==> src/rtl/rst_wr_rd_seq_gen.sv <==
// Initiator for the reset/write/read window protocol: pulses a downstream reset,
// then issues one wr and one rd strobe at programmed window offsets, optionally looped.
module rst_wr_rd_seq_gen #(
  parameter int CNT_W   = 8,
  parameter int GUARD   = 2,
  parameter int MAX_WIN = 10
) (
  input  logic             clk,
  input  logic             rst,
  input  logic             start,
  input  logic             abort,
  input  logic [CNT_W-1:0] rst_len,
  input  logic [CNT_W-1:0] wr_dly,
  input  logic [CNT_W-1:0] rd_dly,
  input  logic [CNT_W-1:0] loops,
  output logic             dut_rst,
  output logic             wr,
  output logic             rd,
  output logic             busy,
  output logic             done,
  output logic             cfg_err,
  output logic             aborted,
  output logic [CNT_W-1:0] loop_cnt
);

  localparam logic [2:0] S_IDLE   = 3'd0;
  localparam logic [2:0] S_RST    = 3'd1;
  localparam logic [2:0] S_GUARD  = 3'd2;
  localparam logic [2:0] S_GAP_WR = 3'd3;
  localparam logic [2:0] S_WR     = 3'd4;
  localparam logic [2:0] S_GAP_RD = 3'd5;
  localparam logic [2:0] S_RD     = 3'd6;
  localparam logic [2:0] S_DONE   = 3'd7;

  localparam logic [CNT_W-1:0] ONE      = CNT_W'(1);
  localparam logic [CNT_W-1:0] GUARD_M1 = CNT_W'(GUARD - 1);
  localparam logic [CNT_W-1:0] WIN_LAST = CNT_W'(MAX_WIN - 1);
  localparam logic [CNT_W:0]   SUM_LAST = (CNT_W+1)'(MAX_WIN - 1);

  // Sum is one bit wider than the operands so 255+1+255 cannot wrap into range.
  function automatic logic cfg_legal(input logic [CNT_W-1:0] len,
                                     input logic [CNT_W-1:0] wdly,
                                     input logic [CNT_W-1:0] rdly);
    logic [CNT_W:0] sum;
    sum = {1'b0, wdly} + {{CNT_W{1'b0}}, 1'b1} + {1'b0, rdly};
    return (len != '0) && (wdly <= WIN_LAST) && (sum <= SUM_LAST);
  endfunction

  function automatic logic in_run(input logic [2:0] st);
    return (st != S_IDLE) && (st != S_DONE);
  endfunction

  logic [2:0]       state_q, state_d;
  logic [CNT_W-1:0] cnt_q, cnt_d;
  logic [CNT_W-1:0] loop_cnt_q, loop_cnt_d;
  logic [CNT_W-1:0] rst_len_q, rst_len_d;
  logic [CNT_W-1:0] wr_dly_q, wr_dly_d;
  logic [CNT_W-1:0] rd_dly_q, rd_dly_d;
  logic [CNT_W-1:0] loops_q, loops_d;
  logic             dut_rst_q, dut_rst_d;
  logic             wr_q, wr_d;
  logic             rd_q, rd_d;
  logic             busy_q, busy_d;
  logic             done_q, done_d;
  logic             cfg_err_q, cfg_err_d;
  logic             aborted_q, aborted_d;

  always_comb begin
    state_d    = state_q;
    cnt_d      = cnt_q;
    loop_cnt_d = loop_cnt_q;
    rst_len_d  = rst_len_q;
    wr_dly_d   = wr_dly_q;
    rd_dly_d   = rd_dly_q;
    loops_d    = loops_q;
    cfg_err_d  = 1'b0;
    aborted_d  = 1'b0;

    case (state_q)
      S_IDLE: begin
        if (start) begin
          if (cfg_legal(rst_len, wr_dly, rd_dly)) begin
            rst_len_d  = rst_len;
            wr_dly_d   = wr_dly;
            rd_dly_d   = rd_dly;
            loops_d    = (loops == '0) ? ONE : loops;
            loop_cnt_d = '0;
            cnt_d      = rst_len - ONE;
            state_d    = S_RST;
          end else begin
            cfg_err_d = 1'b1;
          end
        end
      end
      S_RST: begin
        if (cnt_q == '0) begin
          cnt_d   = GUARD_M1;
          state_d = S_GUARD;
        end else begin
          cnt_d = cnt_q - ONE;
        end
      end
      S_GUARD: begin
        if (cnt_q != '0) begin
          cnt_d = cnt_q - ONE;
        end else if (wr_dly_q == '0) begin
          state_d = S_WR;
        end else begin
          cnt_d   = wr_dly_q - ONE;
          state_d = S_GAP_WR;
        end
      end
      S_GAP_WR: begin
        if (cnt_q == '0) state_d = S_WR;
        else             cnt_d   = cnt_q - ONE;
      end
      S_WR: begin
        if (rd_dly_q == '0) begin
          loop_cnt_d = loop_cnt_q + ONE;
          state_d    = S_RD;
        end else begin
          cnt_d   = rd_dly_q - ONE;
          state_d = S_GAP_RD;
        end
      end
      S_GAP_RD: begin
        if (cnt_q == '0) begin
          loop_cnt_d = loop_cnt_q + ONE;
          state_d    = S_RD;
        end else begin
          cnt_d = cnt_q - ONE;
        end
      end
      S_RD: begin
        // loop_cnt never exceeds loops_q, so it cannot wrap even at loops=255.
        if (loop_cnt_q < loops_q) begin
          cnt_d   = rst_len_q - ONE;
          state_d = S_RST;
        end else begin
          state_d = S_DONE;
        end
      end
      default: state_d = S_IDLE;
    endcase

    if (abort && in_run(state_q)) begin
      state_d    = S_IDLE;
      cnt_d      = cnt_q;
      loop_cnt_d = loop_cnt_q;
      aborted_d  = 1'b1;
    end

    dut_rst_d = (state_d == S_RST);
    wr_d      = (state_d == S_WR);
    rd_d      = (state_d == S_RD);
    busy_d    = in_run(state_d);
    done_d    = (state_d == S_DONE);
  end

  always_ff @(posedge clk) begin
    if (rst) begin
      state_q    <= S_IDLE;
      cnt_q      <= '0;
      loop_cnt_q <= '0;
      dut_rst_q  <= 1'b0;
      wr_q       <= 1'b0;
      rd_q       <= 1'b0;
      busy_q     <= 1'b0;
      done_q     <= 1'b0;
      cfg_err_q  <= 1'b0;
      aborted_q  <= 1'b0;
    end else begin
      state_q    <= state_d;
      cnt_q      <= cnt_d;
      loop_cnt_q <= loop_cnt_d;
      dut_rst_q  <= dut_rst_d;
      wr_q       <= wr_d;
      rd_q       <= rd_d;
      busy_q     <= busy_d;
      done_q     <= done_d;
      cfg_err_q  <= cfg_err_d;
      aborted_q  <= aborted_d;
    end
  end

  // Latched config is only consumed in run states, so it needs no reset.
  always_ff @(posedge clk) begin
    rst_len_q <= rst_len_d;
    wr_dly_q  <= wr_dly_d;
    rd_dly_q  <= rd_dly_d;
    loops_q   <= loops_d;
  end

  assign dut_rst  = dut_rst_q;
  assign wr       = wr_q;
  assign rd       = rd_q;
  assign busy     = busy_q;
  assign done     = done_q;
  assign cfg_err  = cfg_err_q;
  assign aborted  = aborted_q;
  assign loop_cnt = loop_cnt_q;

endmodule

==> config.mk <==
export PLATFORM = sky130hd
export DESIGN_NAME = rst_wr_rd_seq_gen
export DESIGN_NICKNAME = d
export VERILOG_FILES = /design/src/rtl/rst_wr_rd_seq_gen.sv
export SDC_FILE = /design/constraint.sdc
export NUM_CORES = 1
export LEC_CHECK = 0
export BUFFER_PORTS_ARGS = -buffer_cell sky130_fd_sc_hd__buf_2
export CAP_MARGIN = 0
export CORE_MARGIN = 2
export CORE_UTILIZATION = 28
export DETAILED_ROUTE_END_ITERATION = 16
export HOLD_SLACK_MARGIN = 0.02
export SLEW_MARGIN = 20
export SYNTH_ARGS = -nofsm -noshare
export SYNTH_HDL_FRONTEND = slang
export SYNTH_SLANG_ARGS = --single-unit
==> constraint.sdc <==
create_clock -name clk -period 3.2 [get_ports clk]
set_clock_uncertainty 0.15 [all_clocks]
set_input_delay 0.32 -clock clk [delete_from_list [all_inputs] [get_ports clk]]
set_output_delay 0.32 -clock clk [all_outputs]
set_load 0.02 [all_outputs]
==> metrics <==
Peak Freq=approximately 0.36 GHz; Die W=roughly 120 um; first-pass GRT wire length=around 17 mm; Area growth, synth to finish=21.4%; max-cap violation count=0; asr flop ratio synth=0; maximum VDD drop=~0.21 mV; clock slew seen by the registers of the worst setup and hold paths=roughly 50 ps; crit-path leading delay family=compound AO/OA/AOI/OAI gates; Layout Nets=521; hold crit path type=in2reg; WL/cell=about 16 um; ANT nets after route=0; layout cells sized above 1=0.211; routability congestion estimate=about 0.9; post-DP HPWL=between 8 and 9 mm; Final setup viols=0; CTS tree=built; number of global-route vias before repair=approximately 3300; CP Depth=9; status=completed; setup TNS=0 ps; Root Driver=clkbuf_16; Yosys warning count=0; die area=0.0145 sq mm; WP buf/inv=1; largest net degree at the start of global routing=18; Rows=42; cell count after synthesis=just over 400; reg-to-reg startpoint=cnt_q[0]; CTS max path bufs=2; area of the core=between 0.01 and 0.015 sq mm; Initial Utilization=0.287; Rel. slew slack=0.572; RR Endpoint=cnt_q[7]; H-tree levels=3; Critical Path RT=3260 ps; kind of critical path=reg2reg; antenna diode count=0; Netlist Area Pre-Place=0.00380 sq mm; register-to-register setup slack=around 400 ps; antenna violations before repair=0; CP max-delay cell=a211oi_2; Top FF cell, synth=edfxtp_1; number of I/O port buffers=50; Hold-fix buffers, CTS=4; I/O pin cnt=51; Clk Latency, worst-skew pair=about 330 ps; Mean Syn Cell Area=9.33 sq um; Synth cell types=66; Total Routed Length=around 10 mm; DRC viols=0; CTS sink cnt=58; Critical Path Sink Type=flop; Resize count post-CTS=0; drt pass-1 iters=5; final worst path period share=0.878; crit-path cells=inv_1, ha_1, nor4b_2, and2_1, maj3_1, a211oi_2, nand2_1, o2111ai_1, o31ai_1; Die Height=~120 um; GRT Residual Overflow=0; Post-CTS Repair Setup Buffers=0; CP startpoint kind=flop; EDFF count, synth=32; reg2reg path depth=9; post-layout util=0.348; CTS buffer count=9; unrepaired setup endpoints after global routing=false; Worst Setup SP=cnt_q[0]; pwr/cell area=between 400 and 500 mW/mm^2; Synth Net Count=~460; Starting DRT DRC Count=between 200 and 250; fin cells=between 600 and 700; end of the critical path=cnt_q[7]; placed insts=625; post-synthesis sequential area ratio=0.390; Lkg Pwr=between 1.5 and 2 nW; count of final max-slew check failures=0; number of fill cells in the layout=1369; minimum clock period=between 2000 and 3000 ps; Least-Margin Pin Slew=639 ps; worst hold slack=about 35 ps; vias per inst=between 5 and 6; max incr delay on CP=480 ps; total track usage=0.152; Hold Crit Start=loops[6]; Final Hold Vio Count=0; crit path DAT=between 2000 and 3000 ps; Via Count=3392; synthesized flop and latch total=58; top fanout value on the critical path=5
## area by class of cell
cell class | instances | area, sq um | area share
clock buffer | 13 | 260 | 0.0565
clock inverter | 3 | 13.8 | 0.00299
inverter | 24 | 95.1 | 0.0206
multi-input combinational | 303 | 2130 | 0.462
sequential | 58 | 1480 | 0.321
tap | 176 | 220 | 0.0478
timing repair buffer | 68 | 408 | 0.0885
## synthesized netlist by cell type (3+ instances only)
cell	count	area, sq um
nor3b_1	3	22.5
o41ai_1	3	26.3
xnor2_1	11	96.3
o32ai_1	3	26.3
a311oi_1	3	26.3
nand4_1	4	25.0
nor3_1	22	110
a21o_1	3	22.5
clkbuf_1	17	63.8
and3_1	6	37.5
o21bai_1	3	22.5
buf_2	5	25.0
or3_1	3	18.8
xor2_1	6	52.6
inv_1	23	86.3
o211ai_1	12	90.1
nand2b_1	9	56.3
o22ai_1	6	37.5
o21a_1	5	37.5
nand2_1	31	116
o21ai_0	18	90.1
dfxtp_1	26	521
nor4_1	7	43.8
edfxtp_1	32	961
a211oi_1	6	45.0
mux2_2	7	78.8
nor2_1	26	97.6
a211o_1	3	26.3
a21oi_1	16	80.1
nand3_1	15	75.1
ha_1	20	250
mux2i_1	10	100
nor2b_1	3	18.8
## registers in the layout, summed over array words and instances, names as in the netlist, 3 cells and up
signal	count
wr_dly_q	8
loops_q	8
rd_dly_q	8
cnt_q	8
state_q	3
loop_cnt	8
rst_len_q	8
## cells by family (layout without fill, tap and decap cells)
kind of cell / after synthesis / after routing / share of synthesized area
and+or+nand+nor: 141 / 141 / 0.194
muxes: 17 / 17 / 0.0471
buffers and inverters: 46 / 108 / 0.0484
AOI/OAI and AO/OA: 105 / 105 / 0.204
adders and majority gates: 23 / 23 / 0.0765
xor gates and xnor gates: 17 / 17 / 0.0392
DFF: 58 / 58 / 0.390
## cells in the final DEF (no fill, tap or decap), types with 5 or more instances in the layout
cell type,count
a211oi_1,6
a21oi_1,16
and3_1,6
buf_2,50
buf_4,13
clkbuf_16,9
dfxtp_1,26
edfxtp_1,32
ha_1,20
inv_1,23
mux2_2,7
mux2i_1,10
nand2_1,31
nand2b_1,9
nand3_1,15
nor2_1,26
nor3_1,22
nor4_1,7
o211ai_1,12
o21a_1,5
o21ai_0,18
o22ai_1,6
xnor2_1,11
xor2_1,6
## worst min path at each step
| stage | end | slack, ps | depth (start not counted) |
|---|---|---|---|
| after floorplan | rd_dly_q[0] | 270 | 0 |
| after global placement | wr_dly_q[0] | 360 | 1 |
| after detailed placement | rd_dly_q[0] | 370 | 1 |
| after CTS | loops_q[6] | 20 | 1 |
| after global routing | loops_q[1] | 30 | 1 |
| final | loops_q[6] | 30 | 1 |
## power by group
| group | switching (mW) | internal [mW] | total, mW |
|---|---|---|---|
| sequential | 0.000663 | 0.788 | 0.788 |
| clock | 0.315 | 0.559 | 0.875 |
| combinational | 0.117 | 0.0828 | 0.200 |
## metrics by stage
| step | area (sq um) | worst slack (ps) | power (mW) |
|---|---|---|---|
| floorplan | 3800 | 247 | 0.917 |
| finish | 4610 | 390 | 1.86 |
| global route | 4610 | 165 | 1.94 |
| CTS | 4610 | 421 | 1.89 |
| global placement | 4300 | 152 | 0.996 |
| detailed placement | 4300 | 72.1 | 0.997 |
## per-layer routing
layer  wire length, um  vias up  track usage  share of wire
li1                  -     1654            -              -
met1              4670     1622        0.191           0.45
met2              5020       98        0.251           0.48
met3               451       18       0.0363          0.043
met4               241        0       0.0625          0.023
met5                 0        -            0              0
Power figures use the tool's default switching activity.
